`config.mk`:
```
export PLATFORM = sky130hd
export DESIGN_NAME = clk_div_bank_flat
export DESIGN_NICKNAME = d
export VERILOG_FILES = /design/src/rtl/clk_div_bank_pkg.sv /design/src/rtl/clk_div_bank_if.sv /design/src/rtl/clk_div_bank_chan.sv /design/src/rtl/clk_div_bank.sv /design/src/flat_wrapper.sv
export SDC_FILE = /design/constraint.sdc
export NUM_CORES = 1
export LEC_CHECK = 0
export CORE_ASPECT_RATIO = 0.75
export CORE_MARGIN = 8
export CORE_UTILIZATION = 60
export DETAILED_ROUTE_END_ITERATION = 8
export PLACE_DENSITY = 0.78
export SLEW_MARGIN = 20
export SYNTH_ARGS = -nofsm -noshare
export SYNTH_HDL_FRONTEND = slang
export SYNTH_HIERARCHICAL = 1
export SYNTH_SLANG_ARGS = --single-unit
```
`constraint.sdc`:
```
create_clock -name CLKIN -period 9.76 [get_ports CLKIN]
set_input_delay 2.44 -clock CLKIN [delete_from_list [all_inputs] [get_ports CLKIN]]
set_output_delay 2.44 -clock CLKIN [all_outputs]
set_load 0.01 [all_outputs]
```
`src/rtl/clk_div_bank_pkg.sv`:
```
// clk_div_pkg -- shared types and defaults for the clk_div_bank divider family.
//
// Contents:
//   state_t          : global startup FSM states (ST_WAIT, ST_RUN)
//   CLK_DIV_*        : default constants (counter width, startup delay,
//                      reset half-period and reset phase)
//   chan_cfg_t       : one channel's {half, phase} configuration word
//   sanitize_cfg()   : forces a config word into its legal range
package clk_div_pkg;

   typedef enum logic {
      ST_WAIT = 1'b0,
      ST_RUN  = 1'b1
   } state_t;

   // The field width of chan_cfg_t; the bank's CNT_W must not exceed it.
   localparam int CLK_DIV_CNT_W     = 20;
   localparam int CLK_DIV_STARTUP   = 10;
   localparam int CLK_DIV_DEF_HALF  = 51;
   localparam int CLK_DIV_DEF_PHASE = 0;

   typedef struct packed {
      logic [CLK_DIV_CNT_W-1:0] half;
      logic [CLK_DIV_CNT_W-1:0] phase;
   } chan_cfg_t;

   // A zero half-period would never match count == H-1, so it becomes 1.
   // A phase at or beyond the half-period would overshoot the terminal
   // count, so it becomes 0.
   function automatic chan_cfg_t sanitize_cfg(input chan_cfg_t raw);
      chan_cfg_t c;
      c.half  = (raw.half == '0) ? CLK_DIV_CNT_W'(1) : raw.half;
      c.phase = (raw.phase >= c.half) ? '0 : raw.phase;
      return c;
   endfunction

endpackage

```
`src/rtl/clk_div_bank_if.sv`:
```
// clk_div_bank_if -- valid/ready configuration port of clk_div_bank.
//
// Signals:
//   cfg_valid  : request from the master
//   cfg_ready  : accept from the bank; a write happens on valid & ready
//   cfg_ch     : target channel (values >= N_CH are accepted and dropped)
//   cfg_half   : new half-period in input clock cycles
//   cfg_phase  : new start count
// Modports: master drives the request, slave (the bank) drives ready.
interface clk_div_bank_if #(
   parameter int N_CH  = 3,
   parameter int CNT_W = 20
);
   localparam int CH_W = (N_CH > 1) ? $clog2(N_CH) : 1;

   logic             cfg_valid;
   logic             cfg_ready;
   logic [CH_W-1:0]  cfg_ch;
   logic [CNT_W-1:0] cfg_half;
   logic [CNT_W-1:0] cfg_phase;

   modport master (
      output cfg_valid,
      output cfg_ch,
      output cfg_half,
      output cfg_phase,
      input  cfg_ready
   );

   modport slave (
      input  cfg_valid,
      input  cfg_ch,
      input  cfg_half,
      input  cfg_phase,
      output cfg_ready
   );

endinterface

```
`src/rtl/clk_div_bank_chan.sv`:
```
// clk_div_chan -- one glitch-free divided-clock channel of clk_div_bank.
//
// Ports:
//   clk, rst   : input clock, synchronous active-high reset
//   run_i      : global startup FSM is in ST_RUN
//   en_i       : this channel's run enable
//   wr_i       : accepted configuration write for this channel
//   wr_cfg_i   : already-sanitized {half, phase} of that write
//   pending_o  : a write is held waiting to be applied
//   clk_o      : divided clock (registered)
//   rise_o     : strobe coinciding with clk_o going 0->1
//   fall_o     : strobe coinciding with clk_o going 1->0
module clk_div_chan
   import clk_div_pkg::*;
#(
   parameter int CNT_W     = CLK_DIV_CNT_W,
   parameter int DEF_HALF  = CLK_DIV_DEF_HALF,
   parameter int DEF_PHASE = CLK_DIV_DEF_PHASE
) (
   input  logic      clk,
   input  logic      rst,
   input  logic      run_i,
   input  logic      en_i,
   input  logic      wr_i,
   input  chan_cfg_t wr_cfg_i,
   output logic      pending_o,
   output logic      clk_o,
   output logic      rise_o,
   output logic      fall_o
);

   localparam int RST_HALF  = (DEF_HALF == 0) ? 1 : DEF_HALF;
   localparam int RST_PHASE = (DEF_PHASE >= RST_HALF) ? 0 : DEF_PHASE;

   logic [CNT_W-1:0] half_q, half_d;
   logic [CNT_W-1:0] phase_q, phase_d;
   logic [CNT_W-1:0] count_q, count_d;
   chan_cfg_t        pend_cfg_q, pend_cfg_d;
   logic             pend_q, pend_d;
   logic             clk_q, clk_d;
   logic             rise_q, rise_d;
   logic             fall_q, fall_d;
   logic             started_q, started_d;

   logic             go;
   logic             run_now;
   logic             restart;
   logic             at_end;
   logic [CNT_W-1:0] pend_half;
   logic [CNT_W-1:0] pend_phase;

   // A channel that has been told to stop while high keeps running until
   // its fall toggle, so the high phase is never cut short.
   assign go         = run_i & en_i;
   assign run_now    = go | clk_q;
   assign restart    = run_now & ~started_q;
   assign at_end     = (count_q == (half_q - CNT_W'(1)));
   assign pend_half  = CNT_W'(pend_cfg_q.half);
   assign pend_phase = CNT_W'(pend_cfg_q.phase);

   always_comb begin
      half_d     = half_q;
      phase_d    = phase_q;
      count_d    = count_q;
      pend_d     = pend_q;
      pend_cfg_d = pend_cfg_q;
      clk_d      = clk_q;
      rise_d     = 1'b0;
      fall_d     = 1'b0;
      started_d  = run_now;

      if (!run_now) begin
         // Parked low: count sits on the start phase so that a restart
         // begins counting from P in its very first running cycle.
         clk_d = 1'b0;
         if (pend_q) begin
            half_d  = pend_half;
            phase_d = pend_phase;
            count_d = pend_phase;
            pend_d  = 1'b0;
         end else begin
            count_d = phase_q;
         end
      end else if (restart && pend_q) begin
         // A held update takes priority over restarting with stale values.
         half_d  = pend_half;
         phase_d = pend_phase;
         count_d = pend_phase;
         pend_d  = 1'b0;
      end else if (at_end) begin
         clk_d = ~clk_q;
         if (clk_q) begin
            fall_d = 1'b1;
            if (pend_q) begin
               half_d  = pend_half;
               phase_d = pend_phase;
               count_d = pend_phase;
               pend_d  = 1'b0;
            end else if (go) begin
               count_d = '0;
            end else begin
               count_d = phase_q;
            end
         end else begin
            rise_d  = 1'b1;
            count_d = '0;
         end
      end else begin
         count_d = count_q + CNT_W'(1);
      end

      // Writes only arrive while nothing is pending, so this never races
      // with the clear above.
      if (wr_i) begin
         pend_d     = 1'b1;
         pend_cfg_d = wr_cfg_i;
      end
   end

   always_ff @(posedge clk) begin
      if (rst) begin
         half_q     <= CNT_W'(RST_HALF);
         phase_q    <= CNT_W'(RST_PHASE);
         count_q    <= CNT_W'(RST_PHASE);
         pend_cfg_q <= '0;
         pend_q     <= 1'b0;
         clk_q      <= 1'b0;
         rise_q     <= 1'b0;
         fall_q     <= 1'b0;
         started_q  <= 1'b0;
      end else begin
         half_q     <= half_d;
         phase_q    <= phase_d;
         count_q    <= count_d;
         pend_cfg_q <= pend_cfg_d;
         pend_q     <= pend_d;
         clk_q      <= clk_d;
         rise_q     <= rise_d;
         fall_q     <= fall_d;
         started_q  <= started_d;
      end
   end

   assign pending_o = pend_q;
   assign clk_o     = clk_q;
   assign rise_o    = rise_q;
   assign fall_o    = fall_q;

endmodule

```
`src/rtl/clk_div_bank.sv`:
```
// clk_div_bank -- multi-channel clock divider with a startup sync flag.
//
// Ports:
//   CLKIN     : sole clock, rising edge
//   Reset     : synchronous, active-high
//   ch_en     : per-channel run enable
//   cfg       : valid/ready configuration port (slave side)
//   SYN1      : sticky flag, high once the startup delay has elapsed
//   clk_out   : divided clocks
//   clk_rise  : one-cycle strobes on each clk_out 0->1
//   clk_fall  : one-cycle strobes on each clk_out 1->0
module clk_div_bank
   import clk_div_pkg::*;
#(
   parameter int N_CH      = 3,
   parameter int CNT_W     = CLK_DIV_CNT_W,
   parameter int STARTUP   = CLK_DIV_STARTUP,
   parameter int DEF_HALF  = CLK_DIV_DEF_HALF,
   parameter int DEF_PHASE = CLK_DIV_DEF_PHASE
) (
   input  logic                CLKIN,
   input  logic                Reset,
   input  logic [N_CH-1:0]     ch_en,
   clk_div_bank_if.slave       cfg,
   output logic                SYN1,
   output logic [N_CH-1:0]     clk_out,
   output logic [N_CH-1:0]     clk_rise,
   output logic [N_CH-1:0]     clk_fall
);

   localparam int CH_W = (N_CH > 1) ? $clog2(N_CH) : 1;

   state_t           state_q, state_d;
   logic [CNT_W-1:0] start_cnt_q, start_cnt_d;

   logic [N_CH-1:0]        pending;
   logic [(1<<CH_W)-1:0]   pending_ext;
   logic [N_CH-1:0]        wr_sel;
   logic                   ch_in_range;
   logic                   cfg_fire;
   chan_cfg_t              cfg_raw;
   chan_cfg_t              cfg_clean;

   always_comb begin
      state_d     = state_q;
      start_cnt_d = start_cnt_q;
      case (state_q)
         ST_WAIT: begin
            if (start_cnt_q == CNT_W'(STARTUP - 1)) begin
               state_d = ST_RUN;
            end else begin
               start_cnt_d = start_cnt_q + CNT_W'(1);
            end
         end
         ST_RUN: begin
            state_d = ST_RUN;
         end
         default: begin
            state_d = ST_WAIT;
         end
      endcase
   end

   always_ff @(posedge CLKIN) begin
      if (Reset) begin
         state_q     <= ST_WAIT;
         start_cnt_q <= '0;
      end else begin
         state_q     <= state_d;
         start_cnt_q <= start_cnt_d;
      end
   end

   assign SYN1 = (state_q == ST_RUN);

   // The pending vector is widened to a power of two so that any cfg_ch
   // value can index it; out-of-range channels always read as ready.
   always_comb begin
      pending_ext              = '0;
      pending_ext[N_CH-1:0]    = pending;
      ch_in_range              = (int'(cfg.cfg_ch) < N_CH);
      cfg.cfg_ready            = ch_in_range ? ~pending_ext[cfg.cfg_ch] : 1'b1;
      cfg_fire                 = cfg.cfg_valid & cfg.cfg_ready;
      wr_sel                   = '0;
      for (int i = 0; i < N_CH; i++) begin
         if (cfg_fire && (int'(cfg.cfg_ch) == i)) begin
            wr_sel[i] = 1'b1;
         end
      end
      cfg_raw.half  = CLK_DIV_CNT_W'(cfg.cfg_half);
      cfg_raw.phase = CLK_DIV_CNT_W'(cfg.cfg_phase);
      cfg_clean     = sanitize_cfg(cfg_raw);
   end

   for (genvar i = 0; i < N_CH; i++) begin : g_chan
      clk_div_chan #(
         .CNT_W     (CNT_W),
         .DEF_HALF  (DEF_HALF),
         .DEF_PHASE (DEF_PHASE)
      ) u_chan (
         .clk       (CLKIN),
         .rst       (Reset),
         .run_i     (SYN1),
         .en_i      (ch_en[i]),
         .wr_i      (wr_sel[i]),
         .wr_cfg_i  (cfg_clean),
         .pending_o (pending[i]),
         .clk_o     (clk_out[i]),
         .rise_o    (clk_rise[i]),
         .fall_o    (clk_fall[i])
      );
   end

endmodule

```
`src/flat_wrapper.sv`:
```
// flat-port wrapper written by rule: the top's interface ports become plain ports
module clk_div_bank_flat import clk_div_pkg::*;
#(
   parameter int N_CH      = 3,
   parameter int CNT_W     = CLK_DIV_CNT_W,
   parameter int STARTUP   = CLK_DIV_STARTUP,
   parameter int DEF_HALF  = CLK_DIV_DEF_HALF,
   parameter int DEF_PHASE = CLK_DIV_DEF_PHASE
)
  (CLKIN, Reset, ch_en, SYN1, clk_out, clk_rise, clk_fall, cfg_cfg_valid, cfg_cfg_ch, cfg_cfg_half, cfg_cfg_phase, cfg_cfg_ready);
  clk_div_bank_if #(.N_CH(N_CH), .CNT_W(CNT_W)) cfg_i ();
  input  logic CLKIN;
  input  logic Reset;
  input  logic [N_CH-1:0] ch_en;
  output logic SYN1;
  output logic [N_CH-1:0] clk_out;
  output logic [N_CH-1:0] clk_rise;
  output logic [N_CH-1:0] clk_fall;
  input wire logic [$bits(cfg_i.cfg_valid)-1:0] cfg_cfg_valid;
  input wire logic [$bits(cfg_i.cfg_ch)-1:0] cfg_cfg_ch;
  input wire logic [$bits(cfg_i.cfg_half)-1:0] cfg_cfg_half;
  input wire logic [$bits(cfg_i.cfg_phase)-1:0] cfg_cfg_phase;
  output wire logic [$bits(cfg_i.cfg_ready)-1:0] cfg_cfg_ready;
  assign cfg_i.cfg_valid = cfg_cfg_valid;
  assign cfg_i.cfg_ch = cfg_cfg_ch;
  assign cfg_i.cfg_half = cfg_cfg_half;
  assign cfg_i.cfg_phase = cfg_cfg_phase;
  assign cfg_cfg_ready = cfg_i.cfg_ready;
  clk_div_bank #(.N_CH(N_CH), .CNT_W(CNT_W), .STARTUP(STARTUP), .DEF_HALF(DEF_HALF), .DEF_PHASE(DEF_PHASE)) u_core (.CLKIN(CLKIN), .Reset(Reset), .ch_en(ch_en), .cfg(cfg_i), .SYN1(SYN1), .clk_out(clk_out), .clk_rise(clk_rise), .clk_fall(clk_fall));
endmodule
```
== After elaboration in Yosys (flattened, before gate mapping) ==
Index checks and enable logic that the tools add are counted.
Widths: inputs -> output; s select.
Cells by class
  bitwise gates (word level): 28
  $add $sub $neg: 7
  muxes and demuxes: 79
  equality and inequality tests: 18
  $lt $le $gt $ge: 3
  reduce and logical (&&, ||, !) cells: 24
Operator list (count)
  $mux 20: 50
  $add 20x1->20 const B: 4
  $eq 20x20->1: 3
  $sub 20x1->20 const B: 3
  $mux 1: 27
  $eq 20x4->1 const B: 1
  $ge 20x20->1: 1
  $logic_not 20->1: 1
  $reduce_and 2->1: 10
  $not 1->1: 18
  $ne 4x2->1 const B: 3
  $ne 4x3->1 const B: 3
  $reduce_or 4->1: 3
  $ne 3x1->1 const B: 3
  $ne 3x2->1 const B: 3
  $and 1x1->1: 7
  $logic_and 1x1->1: 6
  $reduce_or 2->1: 3
  $eq 2x2->1 const B: 2
  $lt 2x3->1 const B: 1
  $or 1x1->1: 3
  $bmux 1 s2: 1
  $logic_not 2->1: 1
  $lt 2x2->1 const B: 1
  $pmux 1 s2: 1
Word-level totals
  output and inout bits: 11
  logic and storage cells: 191
  register bits: 336

== Longest topological paths before layout ==
Gate-level depths: netlist of run 1.
  depth after elaboration: 9
  depth in mapped cells: 12
  mapped depth without buffers: 11

== Cells and area by module ==
The synthesis of run 1 kept the hierarchy.
By module, submodules not included
  clk_div_chan (u_core.g_chan[2].u_chan): area each 6073.3 um2, cells an instance 703, instances 1, sequential area each 2102.0 um2
  clk_div_chan (u_core.g_chan[0].u_chan): area each 6035.8 um2, cells an instance 688, instances 1, sequential area each 2102.0 um2
  clk_div_chan (u_core.g_chan[1].u_chan): area each 5918.2 um2, cells an instance 721, instances 1, sequential area each 2102.0 um2
  clk_div_bank: area each 1744.2 um2, cells an instance 230, instances 1, sequential area each 420.4 um2

== Worst setup path before layout of run 1 ==
OpenSTA, ideal clock, no wires.
  path kind: input to output
  from: input port cfg_cfg_ch[1]
  to: output port cfg_cfg_ready
  data arrival time: 2869 ps
  buffers on the path: 0
  required time: 7320 ps
  stages: 3
  setup slack: 4451 ps
  cells stage by stage: mux2i_1 nor2_1 a31oi_1
Between the ends
  cells in the longest elaborated chain, start to end: 4
  elaborated cells on any way between the ends: 5
  classes of those cells: order compare (1); mux (3); bitwise (1)
RTL lines
  start, declared: RTL line flat_wrapper.sv:20  | input wire logic [$bits(cfg_i.cfg_ch)-1:0] cfg_cfg_ch;
  $bmux 1 s2: RTL line clk_div_bank.sv:82  | cfg.cfg_ready = ch_in_range ? ~pending_ext[cfg.cfg_ch] : 1'b1;
  $mux 1 (implied by the code): RTL line clk_div_bank.sv:82
  $not 1->1: RTL line clk_div_bank.sv:82
  $mux 1 (*): RTL line clk_div_bank.sv:82
  end, declared: RTL line flat_wrapper.sv:23  | output wire logic [$bits(cfg_i.cfg_ready)-1:0] cfg_cfg_ready;
Mark *: on every way between the ends. The rest lies on a longest branch, timed or not. The select of a mux whose other input is x is not followed.

== Worst setup path after layout of run 1 ==
Same ends and word-level chain as after synthesis.

==> flow_summary_export.csv, run 1 <==
group,metric,value,unit
yosys,yosysTopAreaCellShare,0.340,
worst_hold_path,min_path_type,"flip-flop to flip-flop",
yosys,synthFlopType,"dfxtp_1",
global_routing,antenna_found_initial,0,
setup_path,crit_required,7.32,ns
job,maxCapViolations,0,
clock_network,clk_pin_slew,0.06,ns
clock_network,clockBufferDepth,3,
yosys,synth_top_area_cell,"dfxtp_1",
yosys,synth_seq_cells,336,
clock_network,cts_root_buffer,"clkbuf_16",
sta,min_period_over_period,0.664,
sta,worst_pin_slew,1.07,ns
sta,hold_violations,0,
setup_path,crit_start,"cfg_cfg_ch[1]",
clock_network,postCtsSetupBuffers,0,
global_routing,grt_first_pass_wirelength,89.7,mm
clock_network,cts_max_level,2,
yosys,yosysWarnings,6,
clock_network,cts_tree,"built",
yosys,synth_most_common_cell,"dfxtp_1",
route,drt-pass1-iter-count,8,
sta,fin_setup_tns,0,ns
floorplanning,core_area,0.0324,sq mm
clock_network,clock_latency,0.53,ns
place,hpwl,40.3,mm
final_layout,drive_above_1_share,0.0544,
sta,drv_slew,0,
sta,setup_viol,0,
floorplanning,die_x,226,um
route,vias,17400,
route,drtIter0Drc,1929,
global_routing,grt.total_usage,0.281,
yosys,syn-cell-area,0.0198,sq mm
floorplanning,dieArea,0.0391,sq mm
yosys,synthCells,2342,
place,portBuffers,58,
sta,slew_headroom,0.285,
yosys,syn_nets,2418,
clock_network,cts-resized-gates,0,
setup_path,worstSetupEndpointType,"output port",
global_routing,first_global_vias,16000,
final_layout,layout.nets,2347,
yosys,seq_area_frac_synth,0.340,
floorplanning,io_pins,59,
route,drt-total-wl,57.2,mm
power_and_ir_drop,p_switching,735,uW
power_and_ir_drop,vdd_drop_max,0.106,mV
sta,rsz0062_at_grt,"no",
clock_network,cts_buffers,35,
clock_network,hold_buffers,0,
route,vias_per_cell,6.35,
clock_network,clock-sinks,336,
yosys,synth_enable_flop_cells,0,
power_and_ir_drop,swShare,0.240,
setup_path,path_class,"input pin to output port",
setup_path,critPathMaxFanout,4,
sta,skew,0.0206,ns
yosys,synth_area_leaders,"dfxtp_1 (34%), mux2i_1 (13%), nor2_1 (5.4%), nand2b_1 (5.1%), xnor2_1 (3.7%)",
setup_path,ff2ff_setup_slack,5.38,ns
floorplanning,start_util,0.609,
floorplanning,fp.dieH,173,um
yosys,synth_async_sr_flop_share,0,
setup_path,ff2ff_path_depth,11,
sta,fmax,154,MHz
route,drc,0,
sta,worst_hold_slack,0.465,ns
route,drtAntennaViolNets,0,
route,wl_per_cell,20.9,um
power_and_ir_drop,finalPower,3.06,mW
setup_path,start_kind,"input pin",
status,outcome,"finished, final reports clean",
final_layout,nFillCells,2642,
floorplanning,rows,57,
setup_path,crit_arrival,4.04,ns
place,finalWeightedCongestion,0.911,
power_and_ir_drop,pwr-share-comb,0.077,
final_layout,antenna_cells,0,
yosys,synth_area_per_cell,8.44,sq um
yosys,synth_cell_types,92,
sta,finalCriticalPeriod,6.48,ns
power_and_ir_drop,power_per_cell_area,142,mW/mm^2
final_layout,syn2layout_area_growth,8.51,%
setup_path,worstSetupEndpoint,"cfg_cfg_ready",
global_routing,grt_overflow_total,0,
power_and_ir_drop,internal-power,2.32,mW
power_and_ir_drop,p_leak,7.29,nW
global_routing,grt_max_degree,125,
power_and_ir_drop,seqPwrFrac,0.467,
yosys,synthTopCellsByCount,"dfxtp_1 (336), nor2_1 (283), mux2i_1 (259)",
power_and_ir_drop,power_frac_clock,0.455,
-- per-layer routing --
layer  up-vias  wire length (um)  share of wire  track usage
met2       708             25300           0.44        0.434
met3       119              4090          0.071       0.0436
met5         -                 0              0            0
met4         0              1950          0.034       0.0954
li1       8226                 -              -            -
met1      8345             25800           0.45        0.395
-- stage by stage --
step	setup WS (ns)	util	cells	area, sq um
after floorplan	4.45	-	2342	19800
after global placement	3.26	0.625	2676	20300
after detailed placement	3.27	0.625	2676	20300
after CTS	3.26	0.661	2738	21500
after global routing	3.15	0.661	2738	21500
final	3.28	0.661	2738	21500
-- cell families (layout without fill, tap and decap cells) --
group | after synthesis | in the layout | synth area share
flip-flops | 336 | 336 | 0.340
AND/OR/NAND/NOR | 940 | 940 | 0.244
AO/OA/AOI/OAI | 394 | 394 | 0.149
adder cells (fa/ha/maj) | 28 | 28 | 0.0177
buffers and inverters | 244 | 198 | 0.0544
multiplexers | 264 | 264 | 0.134
XOR/XNOR | 136 | 136 | 0.0602
-- layout by cell type, fill, tap and decap left out, types with 50 or more instances in the layout --
cell and n:
a21oi_1 59, clkdlybuf4s50_1 57, dfxtp_1 335, inv_1 50, mux2i_1 259, nand2_1 167, nand2b_1 160, nor2_1 283
nor3_1 71, o21ai_0 50, xnor2_1 83, xor2_1 53
-- power groups by stage --
stage | registers (mW) | clock network, mW | logic (mW)
2_1_floorplan | 1.44 | 0 | 0.171
3_3_place_gp | 1.46 | 0 | 0.225
3_5_place_dp | 1.46 | 0 | 0.230
4_1_cts | 1.43 | 1.41 | 0.233
5_1_grt | 1.43 | 1.47 | 0.255
6_report | 1.43 | 1.39 | 0.236
-- area by class of cell --
| class | count | area, sq um | share of cell area |
|---|---|---|---|
| timing repair buffer | 84 | 781 | 0.0364 |
| sequential | 336 | 6730 | 0.314 |
| multi-input combinational | 1762 | 12000 | 0.560 |
| clock inverter | 13 | 169 | 0.00787 |
| tap | 442 | 553 | 0.0258 |
| inverter | 52 | 195 | 0.00910 |
| clock buffer | 49 | 1010 | 0.0471 |
-- worst min path at each step --
stage | to | cells past startpoint | start
final | flip-flop | 2 | u_core/g_chan[1].u_chan/pend_half[15]$_SDFFE_PP0P_
after global routing | flip-flop | 2 | u_core/g_chan[1].u_chan/pend_half[12]$_SDFFE_PP0P_
after CTS | flip-flop | 2 | u_core/g_chan[1].u_chan/pend_half[12]$_SDFFE_PP0P_
after detailed placement | flip-flop | 2 | u_core/g_chan[1].u_chan/pend_half[15]$_SDFFE_PP0P_
after global placement | flip-flop | 2 | u_core/g_chan[1].u_chan/pend_half[12]$_SDFFE_PP0P_
after floorplan | flip-flop | 2 | u_core/g_chan[1].u_chan/pend_half[19]$_SDFFE_PP0P_
-- critical path, cell delays in order --
cell	delay, ns
clkdlybuf4s50_1	0.60
mux2i_1	0.23
nor2_1	0.05
a31oi_1	0.16
clkdlybuf4s50_1	0.56
(Power assumes the default switching activity.)
==> run 2: changes to the inputs <==
Clock period 9.76 ns to 6.35 ns, I/O delays scaled along.
==> run 2 against run 1 <==
Clock skew increased by 0.0088 ns. Critical path depth unchanged. Via count increased by 0.64%. Clock power increased by 46%. Cell area about the same. Combinational power increased by 55%. Clock-buffer cell count increased by 1. Flip-flop and latch count unchanged. Wire length increased by 2.5%. Sequential power increased by 54%. Worst setup slack got worse by 1.8 ns. Register-to-register slack got worse by 3.4 ns.
==> flow_summary_export.csv, run 2 (same netlist as run 1, synthesis figures left out) <==
group,metric,value,unit
setup_path,worstSetupEndpointType,"output port",
floorplanning,fp.dieH,173,um
setup_path,path_class,"input pin to output port",
route,drtAntennaViolNets,0,
sta,hold_violations,0,
setup_path,path_common_cell,"clkdlybuf4s50_1",
final_layout,nFillCells,2675,
job,maxCapViolations,0,
power_and_ir_drop,power_per_cell_area,214,mW/mm^2
global_routing,grt_max_degree,207,
route,drt-pass1-iter-count,7,
floorplanning,rows,57,
sta,drv_slew,0,
sta,setup_viol,0,
clock_network,hold_buffers,0,
clock_network,cts-resized-gates,0,
worst_hold_path,hold-path-cell-count,2,
clock_network,cts_buffers,36,
setup_path,timing.critical_path.buf_inv,2,
floorplanning,core_area,0.0324,sq mm
clock_network,clock-sinks,336,
place,dp_cells,2678,
worst_hold_path,min_path_type,"flip-flop to flip-flop",
sta,finalCriticalPeriod,4.90,ns
place,hpwl,41.5,mm
floorplanning,dieArea,0.0391,sq mm
sta,rsz0062_at_grt,"no",
route,drt-total-wl,58.6,mm
route,wl_per_cell,21.4,um
power_and_ir_drop,finalPower,4.60,mW
setup_path,crit_required,4.76,ns
clock_network,clock_latency,0.53,ns
setup_path,cp.depth,5,
final_layout,final_core_utilization,0.661,
place,portBuffers,58,
setup_path,critPathMaxFanout,4,
route,drc,0,
clock_network,clockBufferDepth,3,
final_layout,syn2layout_area_growth,8.43,%
setup_path,ff2ff_path_depth,10,
final_layout,drive_above_1_share,0.0569,
power_and_ir_drop,p_leak,7.28,nW
clock_network,postCtsSetupBuffers,0,
place,finalWeightedCongestion,0.959,
final_layout,fin_cells,2743,
clock_network,cts_max_level,2,
sta,skew,0.0293,ns
setup_path,cpPeakStageDelay,0.64,ns
setup_path,crit_arrival,3.32,ns
setup_path,crit_family,"buffers and inverters",
clock_network,cts_root_buffer,"clkbuf_16",
global_routing,grt_first_pass_wirelength,91.4,mm
global_routing,first_global_vias,16100,
sta,fmax,204,MHz
clock_network,cts_tree,"built",
clock_network,clk_pin_slew,0.06,ns
global_routing,grt_overflow_total,0,
floorplanning,io_pins,59,
route,vias_per_cell,6.38,
sta,min_period_over_period,0.772,
route,vias,17500,
final_layout,final_cell_mix,"dfxtp_1 (335), nor2_1 (283), mux2i_1 (259), nand2_1 (167), nand2b_1 (160)",
sta,slew_headroom,0.242,
final_layout,antenna_cells,0,
global_routing,antenna_found_initial,0,
power_and_ir_drop,vdd_drop_max,0.221,mV
global_routing,grt.total_usage,0.288,
status,outcome,"finished, final reports clean",
sta,fin_setup_tns,0,ns
final_layout,final_common_cell,"dfxtp_1",
setup_path,critPathSlowestCell,"clkdlybuf4s50_1",
sta,worst_pin_slew,1.13,ns
setup_path,path_cells,"clkdlybuf4s50_1, mux2i_1, nor2_1, a31oi_1, clkdlybuf4s50_1",
floorplanning,start_util,0.609,
final_layout,layout.nets,2351,
setup_path,start_kind,"input pin",
route,drtIter0Drc,1998,
floorplanning,die_x,226,um
==> run 2: cell types whose count changed in the layout (fill, tap and decap cells not counted), sizes merged <==
cell,change
clkinv,+2
clkbuf,+1
clkinvlp,+2
bufinv,-4
buf,+3
inv,+1
==> run 2: worst reg2reg max path, cell delays in order (launching register included) <==
cell      delay, ns
dfxtp_1        0.38
inv_1          0.09
ha_1           0.23
or3b_2         0.57
or3_1          0.42
a21oi_2        0.19
a2bb2o_4       0.24
or4b_4         0.62
o21ai_4        0.81
buf_4          0.47
mux2i_1        0.26
==> run 2: where the power goes <==
group	switching [mW]	total, mW	internal (mW)
registers	0.0551	2.20	2.14
logic	0.217	0.366	0.149
clock network	0.888	2.03	1.15
==> run 2: area by class of cell <==
cell class,instances,area [sq um],share of cell area
Timing Repair Buffer,87,823,0.0384
Sequential cell,336,6730,0.314
Clock buffer,50,1030,0.0483
Multi-Input combinational cell,1762,12000,0.561
Tap cell,442,553,0.0258
Clock inverter,14,86.3,0.00403
Inverter,52,195,0.00910
==> run 2: per-layer routing <==
layer,routed length (um),global-route usage,part of all wire
met4,2100,0.106,0.036
met2,25400,0.433,0.43
met3,5060,0.0421,0.086
met5,0,0,0
met1,26000,0.413,0.44
==> run 2: worst paths after layout <==
path                                               startpoint                                                to  slack, ns
max                                             cfg_cfg_ch[1]                                     cfg_cfg_ready       1.45
min          u_core/g_chan[1].u_chan/phase_q[12]$_SDFFE_PP0P_  u_core/g_chan[1].u_chan/phase_q[12]$_SDFFE_PP0P_       0.48
max reg2reg                                         flip-flop                                         flip-flop       2.00
min reg2reg  u_core/g_chan[1].u_chan/phase_q[12]$_SDFFE_PP0P_  u_core/g_chan[1].u_chan/phase_q[12]$_SDFFE_PP0P_       0.48
==> run 2: stage by stage <==
stage / hold WS [ns] / setup slack, ns / cell area (sq um)
after global routing: 0.503 / 1.19 / 21400
final: 0.483 / 1.45 / 21400
after floorplan: 0.437 / 2.17 / 19800
after global placement: 0.457 / 1.19 / 20300
after CTS: 0.480 / 1.43 / 21400
after detailed placement: 0.467 / 1.02 / 20300
